==> config.mk <==
export PLATFORM = sky130hd
export DESIGN_NAME = fifo_cmd_decoder
export DESIGN_NICKNAME = d
export VERILOG_FILES = /design/src/rtl/fifo_cmd_pkg.sv /design/src/rtl/fifo_cmd_decoder.sv
export SDC_FILE = /design/constraint.sdc
export NUM_CORES = 1
export LEC_CHECK = 0
export ABC_CLOCK_PERIOD_IN_PS = 1710
export BUFFER_PORTS_ARGS = -buffer_cell sky130_fd_sc_hd__buf_4
export CAP_MARGIN = 20
export CORE_MARGIN = 2
export CORE_UTILIZATION = 36
export DETAILED_ROUTE_END_ITERATION = 10
export GPL_TIMING_DRIVEN = 0
export HOLD_SLACK_MARGIN = 0.15
export MAX_ROUTING_LAYER = met4
export PLACE_DENSITY = 0.62
export SKIP_LAST_GASP = 1
export SYNTH_ARGS = -nofsm -noshare
export SYNTH_HDL_FRONTEND = slang
export SYNTH_SLANG_ARGS = --single-unit
export TNS_END_PERCENT = 50
==> constraint.sdc <==
create_clock -name clk -period 1.71 [get_ports clk]
set_input_delay 0.342 -clock clk [delete_from_list [all_inputs] [get_ports clk]]
set_output_delay 0.342 -clock clk [all_outputs]
set_load 0.01 [all_outputs]
==> src/rtl/fifo_cmd_pkg.sv <==
// ============================================================================
//  Module   : fifo_cmd_pkg
//  Purpose  : Shared command codes, default ack byte and decoder state
//             encoding for the FIFO byte-stream command decoder.
//  Revision : 1.0 - initial release
// ============================================================================
`default_nettype none

package fifo_cmd_pkg;

    localparam logic [7:0] CMD_WRITE    = 8'h57;
    localparam logic [7:0] CMD_READ     = 8'h52;
    localparam logic [7:0] ACK_BYTE_DEF = 8'h06;

    typedef enum logic [3:0] {
        ST_IDLE   = 4'd0,
        ST_ADDR_H = 4'd1,
        ST_ADDR_L = 4'd2,
        ST_LEN    = 4'd3,
        ST_WDATA  = 4'd4,
        ST_WBUS   = 4'd5,
        ST_RBUS   = 4'd6,
        ST_TX     = 4'd7,
        ST_ACK    = 4'd8
    } state_t;

endpackage : fifo_cmd_pkg

`default_nettype wire

==> src/rtl/fifo_cmd_decoder.sv <==
// ============================================================================
//  Module   : fifo_cmd_decoder
//  Purpose  : Parses a host byte stream (CMD, ADDR_H, ADDR_L, LEN, payload)
//             into register-bus write/read bursts and returns read data or a
//             write ack as a byte stream.
//  Ports    : clk, rst (async, active low)
//             iRX_DATA/iRX_VALID/oRX_READY   - receive byte stream
//             oTX_DATA/oTX_VALID/iTX_READY   - transmit byte stream
//             oBUS_ADDR/oBUS_WR/oBUS_RD/oBUS_WDATA/iBUS_RDATA/iBUS_WAIT
//                                            - register bus
//             oERR_CNT                       - saturating protocol error count
//  Options  : FIFO_CMD_TIMEOUT_EN - inter-byte timeout that abandons a
//             partially received packet after TIMEOUT_CYCLES idle cycles.
//  Revision : 1.0 - initial release
// ============================================================================
`default_nettype none

module fifo_cmd_decoder
    import fifo_cmd_pkg::*;
#(
    parameter int          ADDR_W         = 16,
    parameter logic [7:0]  ACK_BYTE       = ACK_BYTE_DEF,
    parameter int unsigned TIMEOUT_CYCLES = 50_000_000
) (
    input  logic              clk,
    input  logic              rst,
    input  logic [7:0]        iRX_DATA,
    input  logic              iRX_VALID,
    output logic              oRX_READY,
    output logic [7:0]        oTX_DATA,
    output logic              oTX_VALID,
    input  logic              iTX_READY,
    output logic [ADDR_W-1:0] oBUS_ADDR,
    output logic              oBUS_WR,
    output logic              oBUS_RD,
    output logic [7:0]        oBUS_WDATA,
    input  logic [7:0]        iBUS_RDATA,
    input  logic              iBUS_WAIT,
    output logic [7:0]        oERR_CNT
);

    state_t              r_state, w_state_nxt;
    logic [ADDR_W-1:0]   r_addr, w_addr_nxt;
    logic [7:0]          r_addr_h, w_addr_h_nxt;
    logic [8:0]          r_cnt, w_cnt_nxt;
    logic [7:0]          r_wdata, w_wdata_nxt;
    logic [7:0]          r_txdata, w_txdata_nxt;
    logic                r_is_rd, w_is_rd_nxt;
    logic [7:0]          r_err;
    logic                w_err_inc;
    logic                w_rx_state;
    logic                w_rx_fire;

    // Receive side is open only while a packet header/payload is expected.
    // Gated with rst so every output reads 0 while reset is held.
    assign w_rx_state = (r_state == ST_IDLE)   || (r_state == ST_ADDR_H) ||
                        (r_state == ST_ADDR_L) || (r_state == ST_LEN)    ||
                        (r_state == ST_WDATA);
    assign oRX_READY  = w_rx_state & rst;
    assign w_rx_fire  = iRX_VALID & oRX_READY;

`ifdef FIFO_CMD_TIMEOUT_EN
    localparam logic [25:0] c_TMO_LAST = 26'(TIMEOUT_CYCLES - 1);
    logic [25:0] r_tmo;
    logic        w_tmo_state;
    logic        w_tmo_hit;

    // Only mid-packet receive states are timed; IDLE may wait forever.
    assign w_tmo_state = (r_state == ST_ADDR_H) || (r_state == ST_ADDR_L) ||
                         (r_state == ST_LEN)    || (r_state == ST_WDATA);
    assign w_tmo_hit   = w_tmo_state && !w_rx_fire && (r_tmo == c_TMO_LAST);

    always_ff @(posedge clk or negedge rst) begin
        if (!rst)
            r_tmo <= '0;
        else if (!w_tmo_state || w_rx_fire)
            r_tmo <= '0;
        else
            r_tmo <= r_tmo + 26'd1;
    end
`else
    logic w_unused_tmo;
    assign w_unused_tmo = ^TIMEOUT_CYCLES;
`endif

    always_comb begin
        w_state_nxt  = r_state;
        w_addr_nxt   = r_addr;
        w_addr_h_nxt = r_addr_h;
        w_cnt_nxt    = r_cnt;
        w_wdata_nxt  = r_wdata;
        w_txdata_nxt = r_txdata;
        w_is_rd_nxt  = r_is_rd;
        w_err_inc    = 1'b0;

        case (r_state)
            ST_IDLE: begin
                if (w_rx_fire) begin
                    if (iRX_DATA == CMD_WRITE) begin
                        w_is_rd_nxt = 1'b0;
                        w_state_nxt = ST_ADDR_H;
                    end else if (iRX_DATA == CMD_READ) begin
                        w_is_rd_nxt = 1'b1;
                        w_state_nxt = ST_ADDR_H;
                    end else begin
                        w_err_inc = 1'b1;
                    end
                end
            end
            ST_ADDR_H: begin
                if (w_rx_fire) begin
                    w_addr_h_nxt = iRX_DATA;
                    w_state_nxt  = ST_ADDR_L;
                end
            end
            ST_ADDR_L: begin
                if (w_rx_fire) begin
                    // Header address is 16 bits; resize drops or pads to ADDR_W.
                    w_addr_nxt  = ADDR_W'({r_addr_h, iRX_DATA});
                    w_state_nxt = ST_LEN;
                end
            end
            ST_LEN: begin
                if (w_rx_fire) begin
                    // A length byte of zero encodes a full 256-byte burst.
                    w_cnt_nxt   = (iRX_DATA == 8'd0) ? 9'd256 : {1'b0, iRX_DATA};
                    w_state_nxt = r_is_rd ? ST_RBUS : ST_WDATA;
                end
            end
            ST_WDATA: begin
                if (w_rx_fire) begin
                    w_wdata_nxt = iRX_DATA;
                    w_state_nxt = ST_WBUS;
                end
            end
            ST_WBUS: begin
                if (!iBUS_WAIT) begin
                    w_addr_nxt  = r_addr + ADDR_W'(1);
                    w_cnt_nxt   = r_cnt - 9'd1;
                    w_state_nxt = (r_cnt == 9'd1) ? ST_ACK : ST_WDATA;
                end
            end
            ST_RBUS: begin
                if (!iBUS_WAIT) begin
                    w_txdata_nxt = iBUS_RDATA;
                    w_addr_nxt   = r_addr + ADDR_W'(1);
                    w_state_nxt  = ST_TX;
                end
            end
            ST_TX: begin
                if (iTX_READY) begin
                    w_cnt_nxt   = r_cnt - 9'd1;
                    w_state_nxt = (r_cnt == 9'd1) ? ST_IDLE : ST_RBUS;
                end
            end
            ST_ACK: begin
                if (iTX_READY)
                    w_state_nxt = ST_IDLE;
            end
            default: w_state_nxt = ST_IDLE;
        endcase

`ifdef FIFO_CMD_TIMEOUT_EN
        // Abandon the packet; any bus writes already completed stand.
        if (w_tmo_hit) begin
            w_state_nxt = ST_IDLE;
            w_err_inc   = 1'b1;
        end
`endif
    end

    always_ff @(posedge clk or negedge rst) begin
        if (!rst) begin
            r_state  <= ST_IDLE;
            r_addr   <= '0;
            r_addr_h <= '0;
            r_cnt    <= '0;
            r_wdata  <= '0;
            r_txdata <= '0;
            r_is_rd  <= 1'b0;
            r_err    <= '0;
        end else begin
            r_state  <= w_state_nxt;
            r_addr   <= w_addr_nxt;
            r_addr_h <= w_addr_h_nxt;
            r_cnt    <= w_cnt_nxt;
            r_wdata  <= w_wdata_nxt;
            r_txdata <= w_txdata_nxt;
            r_is_rd  <= w_is_rd_nxt;
            if (w_err_inc && (r_err != 8'hFF))
                r_err <= r_err + 8'd1;
        end
    end

    assign oBUS_ADDR  = r_addr;
    assign oBUS_WDATA = r_wdata;
    assign oBUS_WR    = (r_state == ST_WBUS);
    assign oBUS_RD    = (r_state == ST_RBUS);
    assign oTX_VALID  = (r_state == ST_TX) || (r_state == ST_ACK);
    assign oTX_DATA   = (r_state == ST_ACK) ? ACK_BYTE : r_txdata;
    assign oERR_CNT   = r_err;

endmodule : fifo_cmd_decoder

`default_nettype wire

==> Yosys cells after proc, flatten, opt, wreduce, memory -nomap -nowiden <==
Cells that the tools add are included.
{ "totals": {"elab_cells": 86, "latch_bits": 0, "ramBits": 0, "in_bits": 21, "mem_bits_ro": 0, "mem_count": 0, "register_bits": 62, "out_inout_bits": 44} }
{ "op_classes": {"div": 0, "n_mux": 30, "addsub": 3, "mul": 0, "bitwise_logic": 3, "n_eq_ne": 23, "n_reduce_logical": 19, "order_cmp": 0, "n_shift": 0} }
{ "ops": {"columns": ["operator", "count"], "rows": [
  ["two-way mux 4 bit", 12],
  ["two-way mux 9 bit", 4],
  ["case mux 4 bit (9 select lines)", 1],
  ["two-way mux 16 bit", 2],
  ["case mux 16 bit (2 select lines)", 1],
  ["case mux 9 bit (3 select lines)", 1],
  ["!= test 2 bit (second input constant)", 10],
  ["adder 16 x 1 -> 16 bit (second input constant)", 1],
  ["equality test 4 x 3 -> 1 bit (second input constant)", 4],
  ["equality test 8 x 7 -> 1 bit (second input constant)", 2],
  ["AND reduction 10 bit", 1],
  ["equality test 9 x 1 -> 1 bit (second input constant)", 1],
  ["subtractor 9 x 1 -> 9 bit (second input constant)", 1],
  ["adder 8 x 1 -> 8 bit (second input constant)", 1],
  ["equality test 4 x 2 -> 1 bit (second input constant)", 2],
  ["zero test 8 bit", 1],
  ["two-way mux 8 bit", 1],
  ["!= test 8 bit (second input constant)", 1],
  ["two-way mux 1 bit", 6],
  ["AND reduction 2 bit", 3],
  ["AND reduction 3 bit", 2],
  ["logical OR 1 bit", 5],
  ["equality test 4 x 1 -> 1 bit (second input constant)", 1],
  ["equality test 4 bit (second input constant)", 1],
  ["11 further kinds", 13]
]} }

==> Depth between registers and ports, before layout <==
Gate-level depths: netlist of run 1.
{ "depth": {"depth_word": 10, "depth_mapped": 7, "mapped_depth_nobuf": 7} }

==> Least setup slack after synthesis of run 1 <==
No wires, ideal clock.
{ "synth_timing": {"path_kind": "reg-to-reg", "startpoint": "register r_addr[0] (netlist: oBUS_ADDR[0])", "endpoint": "register r_addr[14] (netlist: oBUS_ADDR[14])", "path_stages_with_launch": 7, "setup_ns": 0.079, "synth_period_minus_slack_ns": 1.956, "setup_slack_ns": -0.246, "t_required_ns": 1.631, "n_path_buf": 0, "arrival_ns": 1.877, "path_cell_list": "dfrtp_1 ha_1 nand4_1 or4_1 or2_2 a21oi_1 a2bb2oi_1"} }
{ "synth_between": {"elab_chain_len": 3} }
{ "synth_lines": {"columns": ["item", "line", "source"], "rows": [
  ["from (decl)", "fifo_cmd_decoder.sv:43", "logic [ADDR_W-1:0] r_addr, w_addr_nxt;"],
  ["from (signal assigned)", "fifo_cmd_decoder.sv:184", "r_addr <= w_addr_nxt;"],
  ["adder 16 x 1 -> 16 bit", "fifo_cmd_decoder.sv:138, fifo_cmd_decoder.sv:146", null],
  ["two-way mux 16 bit", "fifo_cmd_decoder.sv:137, fifo_cmd_decoder.sv:144", null],
  ["case mux 16 bit (2 select lines)", "fifo_cmd_decoder.sv:96", "case (r_state)"]
]} }
Every way passes these cells. The select of a mux whose other input is x is not followed.
A chain may end at the register's enable or synchronous reset.

==> Worst setup path after layout of run 1 <==
{ "layout_timing": {"startpoint": "register r_state[0]", "endpoint": "output oTX_VALID"} }
{ "layout_between": {"elab_chain_len": 2, "elab_cells_between_ends": 3, "cone_classes": "2 x eq/ne; 1 x reduce/logical"} }
{ "layout_lines": {"columns": ["item", "line", "source"], "rows": [
  ["from (decl)", "fifo_cmd_decoder.sv:42", "state_t r_state, w_state_nxt;"],
  ["from (signal assigned)", "fifo_cmd_decoder.sv:183", "r_state <= w_state_nxt;"],
  ["equality test 4 x 3 -> 1 bit / equality test 4 bit (equally long branches)", "fifo_cmd_decoder.sv:199", "assign oTX_VALID = (r_state == ST_TX) || (r_state == ST_ACK);"],
  ["logical OR 1 bit (*)", "fifo_cmd_decoder.sv:199", null],
  ["to (decl)", "fifo_cmd_decoder.sv:31", "output logic oTX_VALID,"]
]} }
Every way passes the cells marked *; elsewhere a longest branch is shown, timed or not.

==> results of run 1 <==
metrics by stage:
stage,power (µW),instances
after detailed placement,6750,527
after global placement,6670,527
final,9140,576
after CTS,8890,569
after global routing,9790,576
after floorplan,5240,352
logic make-up (layout without fill, tap and decap cells):
group / after synthesis / after routing / synth area share [%]
buffers and inverters: 24 / 136 / 2.82
AOI/OAI and AO/OA: 90 / 90 / 16.8
adders and majority gates: 4 / 4 / 1.50
xor gates and xnor gates: 10 / 10 / 2.63
and+or+nand+nor: 138 / 139 / 21.5
muxes: 24 / 24 / 8.12
DFF: 62 / 62 / 46.6
state kept, by name (all words and copies together), names as in the netlist:
name and count:
r_addr_h 8, r_state 4, oBUS_WDATA 8, oBUS_ADDR 16
r_is_rd 1, r_cnt 9, r_txdata 8, oERR_CNT 8
where the power goes:
| part | total, µW | leakage (µW) | switching [µW] | internal [µW] |
|---|---|---|---|---|
| Combinational | 5050 | 0.00125 | 2580 | 2470 |
| Clock | 1450 | 0.000106 | 628 | 825 |
| Sequential | 2640 | 0.000757 | 550 | 2090 |
| Total | 9140 | 0.00211 | 3760 | 5380 |
synth_stat cells (3+ instances only):
cell type	number
o21a_1	3
dfrtp_1	62
a21oi_1	26
o21ai_0	24
a31oi_1	5
ha_1	4
or2_2	3
mux2_2	24
xor2_1	4
o22ai_1	6
inv_1	6
nand3_1	11
nand2_1	34
nand2b_1	4
nand4_1	5
or3_1	5
buf_2	3
clkbuf_1	15
nor2_1	34
and4_1	5
a2bb2oi_1	5
xnor2_1	6
nor3_1	10
nor2b_1	8
nor4_1	5
what timing repair did:
action,CTS,global route
setup buffers,28,8
resized for setup,57,11
endpoints found under the hold margin,62,62
setup endpoints to repair,74,74
pin swaps,7,8
gates cloned,0,1
final timing paths:
check	start	to	slack, ns
min in group clk	iBUS_RDATA[1]	r_txdata[1]	0.23
setup / recovery	r_state[0]	oTX_VALID	-0.33
hold reg to reg	r_addr_h[2]	r_addr_h[2]	0.49
hold / removal	rst	oBUS_ADDR[7]	-0.13
max in group asynchronous	rst	r_state[3]	1.51
setup reg to reg	r_state[0]	oERR_CNT[5]	-0.25
worst max-delay path, delay by kind of cell, from the launching register on:
family | cells | cell delay (ns)
and+or+nand+nor | 2 | 0.44
buffers and inverters | 3 | 0.41
DFF | 1 | 0.40
AOI/OAI and AO/OA | 1 | 0.10
routing by layer:
metal	wire (µm)	share of wire (%)	vias up	GRT usage, %
met1	4090	42	1599	25.3
met3	444	4.6	28	2.65
met2	4840	50	97	30.7
li1	-	-	1505	-
met5	0	0	-	-
met4	291	3.0	0	10.0
layout make-up:
cell class / instances / share of cell area, %
Multi-Input combinational cell: 267 / 39.6
Sequential cell: 62 / 32.8
Timing Repair Buffer: 100 / 16.9
Tap cell: 111 / 2.93
Clock buffer: 9 / 2.62
Buffer: 14 / 2.51
Clock inverter: 7 / 2.06
Inverter: 6 / 0.476
==> metrics, run 1 <==
synth-to-layout area growth=42.3%; critical path class=reg -> out; final wirelength=9670 µm; CP max stage delay=0.40 ns; Most used DFF post-synth=dfrtp_1; Min Hold Slack=-0.134 ns; Antenna Nets Post-Route=0; Max FO, Critical Path=6; Port Buf Inserts=64; largest net degree at the start of global routing=67; routed length per instance=16.8 µm; global route total overflow=0; final setup skew=0.00796 ns; total global routing track utilization=19.7%; Iteration-0 DRC Markers=148; Max Clock Freq=0.489 GHz; startpoint types=register; Fillers=819; via count=3,229; Synth Register Bits=62; root buffer cell=clkbuf_8; DRT Pass-1 Iters=4; DRC viols=0; leading cell types in the layout, fill and taps excluded=buf_4, dfrtp_1, nor2_1, nand2_1, a21oi_1; required time worst endpoint=1.37 ns; Clk pin slew, worst setup/hold paths=0.07 ns; Multi-input gate area=1880 µm²; area leader, netlist=dfrtp_1; CTS Buffer Depth=2; Final min period=2.04 ns; Final period util=120%; slowest cell on the critical path=dfrtp_1; Reg2Reg Depth=7; GP Congestion=0.835; failing checks=hold timing, setup timing; initial antenna violation count=0; clk sinks=62; slew margin rel.=57.4%; crit-path most repeated cell=buf_6; synth top area cells=dfrtp_1, mux2_2, a21oi_1, nand2_1, nor2_1; TritonCTS Buffers=9; Die Y=100 µm; I/O pins=65; sequential area share after synthesis=46.6%; htree depth=3; final setup TNS=-6.80 ns; Slew @ Worst Pin=0.634 ns; Worst-Skew Late Latency=0.34 ns; antenna fix cells=0; cell chain of the critical path=or2_0 -> buf_4 -> nor3b_4 -> buf_6 -> a21o_1 -> buf_6; Final nets=485; first-pass GRT wire length=15,100 µm; post-synth top area share=46.6%; power per cell area=1930 nW/µm²; Post-synth EDFFs=0; Die ar.=10,000 µm²; HPWL Detailed=6160 µm; vias in the first global route=3,019; Avg Inst Size Synth=9.46 µm²; post-layout instance area=4730 µm²; row cnt=35; status=complete, but fails checks; placement-stage cell area=3990 µm²; max-slew violations=0; Arr. time, crit path=1.70 ns; Final Hold Vio Count=62; netlist area before placement=3330 µm²; Starting Density=36.5%; Die W=100 µm; FF+latch area=1560 µm²; utilization after layout=52.0%; pre-CTS WS=-1.38 ns; CORE AREA=9110 µm²; HP Class=in -> async; Worst Setup Slack, final=-0.335 ns; Worst VDD drop=0.000664 V; CTS tree=done; synth unique cells=49; synthesized instance count=352; commonest non-fill, non-tap cell in the layout=buf_4; # setup viols final=58; RSZ-0062 raised after global routing=true; share of cells above drive strength 1=40.9%; DR vias/cell=5.61; crit end category=primary output; Async S/R FF share, synth=100%; max-cap violations=0; Leakage=0.00211 µW; Synth Warn #=0; Syn Nets=377
Power figures use the tool's default switching activity.
==> run 2, diff against run 1 <==
--- a/config.mk
+++ b/config.mk
@@ -8,13 +8,13 @@
 export ABC_CLOCK_PERIOD_IN_PS = 1710
 export BUFFER_PORTS_ARGS = -buffer_cell sky130_fd_sc_hd__buf_4
 export CAP_MARGIN = 20
-export CORE_MARGIN = 2
-export CORE_UTILIZATION = 36
+export CORE_ASPECT_RATIO = 1.1
+export CORE_UTILIZATION = 50
 export DETAILED_ROUTE_END_ITERATION = 10
 export GPL_TIMING_DRIVEN = 0
 export HOLD_SLACK_MARGIN = 0.15
 export MAX_ROUTING_LAYER = met4
-export PLACE_DENSITY = 0.62
+export PLACE_DENSITY = 0.8
 export SKIP_LAST_GASP = 1
 export SYNTH_ARGS = -nofsm -noshare
 export SYNTH_HDL_FRONTEND = slang
==> metrics, run 2 (synthesized netlist as in run 1, its figures left out) <==
largest net degree at the start of global routing=67 (unchanged); utilization after layout=77.3% (+25 points); final setup TNS=-7.91 ns (-1.11 ns); row cnt=30 (-14%); Worst-Skew Late Latency=0.36 ns (+0.02 ns); Iteration-0 DRC Markers=351 (+140%); leading cell types in the layout, fill and taps excluded=buf_4, dfrtp_1, nor2_1, nand2_1, a21oi_1; # setup viols final=71 (+22%); R2R Path Start=r_state[3]; htree depth=3 (unchanged); Max Clock Freq=0.500 GHz (+2.3%); CTS Buffer Depth=2 (unchanged); HPWL Detailed=5920 µm (-4.0%); required time worst endpoint=1.37 ns (about the same); vias in the first global route=3,178 (+5.3%); Port Buf Inserts=64 (unchanged); Starting Density=52.8% (+16 points); clk sinks=62 (unchanged); DR vias/cell=6.32 (+13%); CORE AREA=6310 µm² (-31%); TritonCTS Buffers=9 (unchanged); CTS tree=done; max FFs per register=16 (unchanged); Final Total Pwr=9520 µW (+4.1%); Slew @ Worst Pin=0.502 ns (-0.132 ns); critical path class=reg -> out; CP max stage delay=0.44 ns (+0.04 ns); total global routing track utilization=30.0% (+10 points); via count=3,457 (+7.1%); slew margin rel.=66.5% (+9.1 points); startpoint types=register; Max FO, Critical Path=10 (+4); CP startpoint=r_state[3]; placement-stage cell area=3950 µm² (-0.97%); non-filler cells, final=547 (-5.0%); crit end category=primary output; final setup skew=0.0118 ns (+0.00383 ns); max-slew violations=0 (unchanged); Reg2Reg Depth=7 (unchanged); DRT Pass-1 Iters=5 (+1); antenna fix cells=0 (unchanged); slowest cell on the critical path=dfrtp_1; Arr. time, crit path=1.66 ns (-0.04 ns); RSZ-0062 raised after global routing=true; synth-to-layout area growth=46.5%; routed length per instance=20.1 µm (+20%); Die Y=87.6 µm (-13%); global route total overflow=0 (unchanged); Die ar.=6990 µm² (-30%); Clk pin slew, worst setup/hold paths=0.08 ns (about the same); first-pass GRT wire length=15,400 µm (+2.3%); max-cap violations=0 (unchanged); GP Congestion=0.908 (+8.8%); Worst R2R Setup Slack=-0.22 ns (+0.03 ns); Final nets=487 (+0.41%); cell chain of the critical path=buf_8 -> nor3b_4 -> buf_12 -> or2_2 -> buf_6; Final Hold Vio Count=62 (unchanged); Final period util=117% (-2.6 points); root buffer cell=clkbuf_8; Cells after DPL=496 (-5.9%); Worst Setup Slack, final=-0.289 ns (+0.0453 ns); Worst VDD drop=0.00143 V (+110%); I/O pins=65 (unchanged); power per cell area=1950 nW/µm² (+1.1%); final wirelength=11,000 µm (+14%); failing checks=hold timing, setup timing; Reg-to-Reg End=oBUS_ADDR[15]; Leakage=0.00223 µW (+5.5%); Antenna Nets Post-Route=0 (unchanged); DRC viols=0 (unchanged); commonest non-fill, non-tap cell in the layout=buf_4; Final min period=2.00 ns (-0.0453 ns); status=complete, but fails checks; post-layout instance area=4880 µm² (+3.0%); HP Class=in -> async; share of cells above drive strength 1=43.7% (+2.8 points); initial antenna violation count=0 (unchanged); Min Hold Slack=-0.137 ns (-0.00341 ns); Die W=79.8 µm (-20%)
-- run 2: per-layer routing --
metal	track usage, %	vias to the layer above	part of all wire, %
li1	-	1506	-
met1	34.5	1658	36
met2	50.3	230	51
met3	6.35	63	7.7
met4	13.6	0	5.0
met5	-	-	0
-- run 2: layout make-up --
cell class | count | area, µm²
multi-input cells | 267 | 2020
flip-flops and latches | 62 | 1560
fillers | 410 | 1430
repair buffers | 103 | 857
clock buffers | 12 | 155
plain buffers | 13 | 116
well taps | 80 | 100
clock inverters | 4 | 45.0
inverters | 6 | 22.5
-- run 2: worst max-delay path: cells and delay by family, from the launching register on --
kind | cells | cell delay, ns
buffers and inverters | 3 | 0.42
AND/OR/NAND/NOR | 2 | 0.43
flip-flops | 1 | 0.44
-- run 2: through the flow --
step / worst slack (ns) / hold slack [ns]
detailed placement: -1.30 / 0.482
global route: -0.325 / -0.111
finish: -0.289 / -0.137
CTS: -0.278 / -0.104
floorplan: -0.124 / 0.0464
global placement: -1.26 / 0.462
-- run 2: where the power goes --
part	leakage, µW	internal (µW)	switching [µW]	total, µW
clock network	0.000106	746	618	1360
logic	0.00136	2610	2860	5470
registers	0.000757	2090	593	2690
total	0.00223	5440	4070	9520
-- run 2: how the worst max path moves through the flow --
stage | to | slack (ns) | cells after the start
global placement | oBUS_ADDR[4] | -1.26 | 5
finish | oTX_DATA[2] | -0.29 | 5
floorplan | oERR_CNT[5] | -0.12 | 6
detailed placement | oBUS_ADDR[14] | -1.30 | 5
global route | oTX_DATA[2] | -0.32 | 5
CTS | oTX_DATA[1] | -0.28 | 6
-- run 2: timing repair --
action                                 4_1_cts  5_1_grt
buffers inserted                            21       18
pin swaps                                   12       10
setup endpoints to repair                   73       74
gates resized for setup                     58       43
cloned                                       0        1
endpoints found under the hold margin       62       62
==> run 3, diff against run 2 <==
--- a/config.mk
+++ b/config.mk
@@ -5,16 +5,16 @@
 export SDC_FILE = /design/constraint.sdc
 export NUM_CORES = 1
 export LEC_CHECK = 0
-export ABC_CLOCK_PERIOD_IN_PS = 1710
+export ABC_CLOCK_PERIOD_IN_PS = 2400
 export BUFFER_PORTS_ARGS = -buffer_cell sky130_fd_sc_hd__buf_4
 export CAP_MARGIN = 20
 export CORE_ASPECT_RATIO = 1.1
-export CORE_UTILIZATION = 50
+export CORE_UTILIZATION = 59
 export DETAILED_ROUTE_END_ITERATION = 10
 export GPL_TIMING_DRIVEN = 0
 export HOLD_SLACK_MARGIN = 0.15
 export MAX_ROUTING_LAYER = met4
-export PLACE_DENSITY = 0.8
+export PLACE_DENSITY = 0.88
 export SKIP_LAST_GASP = 1
 export SYNTH_ARGS = -nofsm -noshare
 export SYNTH_HDL_FRONTEND = slang
==> constraint.sdc (replaced) <==
create_clock -name clk -period 2.4 [get_ports clk]
set_input_delay 0.48 -clock clk [delete_from_list [all_inputs] [get_ports clk]]
set_output_delay 0.48 -clock clk [all_outputs]
set_load 0.01 [all_outputs]
==> metrics, run 3 (synthesized netlist as in run 1, its figures left out) <==
Final nets=452 (-7.2%); clk sinks=62 (unchanged); routed length per instance=17.2 µm (-14%); global route total overflow=0 (unchanged); leading cell types in the layout, fill and taps excluded=buf_4, dfrtp_1, nand2_1, nor2_1, a21oi_1; non-filler cells, final=507 (-7.3%); antenna fix cells=0 (unchanged); Final Total Pwr=5820 µW (-39%); Port Buf Inserts=64 (unchanged); CORE AREA=5400 µm² (-14%); utilization after layout=76.8% (-0.56 points); Clk pin slew, worst setup/hold paths=0.08 ns (about the same); Worst-Skew Late Latency=0.35 ns (about the same); DR vias/cell=6.34 (+0.31%); Leakage=0.00185 µW (-17%); Worst VDD drop=0.000876 V (-39%); required time worst endpoint=1.92 ns (+0.55 ns); TritonCTS Buffers=9 (unchanged); post-layout instance area=4140 µm² (-15%); final setup skew=0.00681 ns (-0.00498 ns); HP Class=in -> async; # setup viols final=0 (-100%); synth-to-layout area growth=24.4%; Slew @ Worst Pin=0.774 ns (+0.272 ns); critical path class=reg -> out; initial antenna violation count=0 (unchanged); placement-stage cell area=3900 µm² (-1.2%); Starting Density=61.7% (+8.9 points); htree depth=3 (unchanged); Reg2Reg Depth=7 (unchanged); share of cells above drive strength 1=27.5% (-16 points); final setup TNS=0 ns (+7.91 ns); Arr. time, crit path=1.87 ns (+0.21 ns); sw power=2540 µW (-38%); Die W=73.6 µm (-7.7%); combinational fraction of design power=50.8% (-6.6 points); Max Clock Freq=0.426 GHz; max-slew violations=0 (unchanged); row cnt=28 (-6.7%); share of power burned in the clock network=16.6% (+2.3 points); startpoint types=register; final wirelength=8740 µm (-21%); I/O pins=65 (unchanged); vias in the first global route=3,042 (-4.3%); GP Congestion=0.907 (-0.14%); via count=3,214 (-7.0%); CP startpoint=r_state[3]; Iteration-0 DRC Markers=485 (+38%); max FFs per register=16 (unchanged); CTS Buffer Depth=2 (unchanged); Die Y=80.8 µm (-7.8%); Die ar.=5950 µm² (-15%); root buffer cell=clkbuf_8; max-cap violations=0 (unchanged); DRC viols=0 (unchanged); power per cell area=1400 nW/µm² (-28%); largest net degree at the start of global routing=67 (unchanged); slew margin rel.=48.4% (-18 points); sw frac=43.7% (+0.90 points); HPWL Detailed=5870 µm (-0.76%); first-pass GRT wire length=14,300 µm (-7.3%); status=complete, no violations; commonest non-fill, non-tap cell in the layout=buf_4; Pint=3280 µW (-40%); Cells after DPL=491 (-1.0%); crit end category=primary output; CTS tree=done; R2R Path Start=r_state[0]; Final period util=97.8%; Flop pwr share=32.7% (+4.5 points); DRT Pass-1 Iters=5 (unchanged); Antenna Nets Post-Route=0 (unchanged); total global routing track utilization=32.4% (+2.4 points); Final Hold Vio Count=0 (-100%); Max FO, Critical Path=10 (unchanged); RSZ-0062 raised after global routing=true; Final min period=2.35 ns
[run 3: cell count changes in the layout (fill, tap and decap cells not counted), moves of 4 or more]
cell and change:
dfrtp_1 +4, buf_4 -26, xnor2_1 +4, clkbuf_1 +11, dfrtp_2 -4, buf_6 -12
buf_12 -4
[run 3: cell type report]
type / instances / area [µm²]
multi-input combinational: 266 / 1710
tap: 75 / 93.8
clock buffer: 9 / 124
buffer: 17 / 68.8
fill: 391 / 1250
sequential: 62 / 1550
inverter: 6 / 22.5
timing repair buffer: 65 / 492
clock inverter: 7 / 81.3
[run 3: worst max-delay path: stages (launching register included)]
cell      delay (ns)
dfrtp_1         0.38
clkbuf_1        0.43
nor3b_4         0.28
buf_4           0.19
or2_2           0.12
buf_4           0.11
[run 3: per-layer routing]
metal / wire length [µm] / track usage, % / part of all wire (%) / up-vias
met5: 0 / - / 0 / -
met4: 294 / 14.8 / 3.4 / 0
met3: 712 / 5.21 / 8.2 / 44
met2: 4250 / 50.6 / 49 / 194
met1: 3480 / 41.7 / 40 / 1539
li1: - / - / - / 1437
[run 3: metrics by stage]
step	setup slack, ns	hold slack, ns
after global routing	-0.0636	0.157
after floorplan	0.444	0.184
after CTS	-0.0102	0.135
after global placement	-0.669	0.476
final	0.0539	0.102
after detailed placement	-0.757	0.483
[run 3: final timing paths]
path / slack [ns] / end
min reg2reg: 0.49 / oBUS_WDATA[2]
max in group asynchronous: 1.89 / r_state[0]
max reg2reg: 0.17 / oBUS_ADDR[4]
max: 0.05 / oTX_DATA[2]
min in group clk: 0.36 / r_txdata[4]
min: 0.10 / oBUS_ADDR[5]
[run 3: timing repair]
item,4_1_cts,5_1_grt
buffers inserted,0,1
cloned,0,0
setup endpoints to repair,20,22
resized for setup,3,3
endpoints found under the hold margin,59,0
[run 3: power by group through the flow]
stage | combinational, µW | clock, µW | sequential, µW
after floorplan | 1790 | 0 | 1900
after global placement | 2730 | 0 | 1860
after detailed placement | 2860 | 0 | 1890
after CTS | 2910 | 965 | 1880
after global routing | 3270 | 1010 | 1960
final | 2950 | 963 | 1900
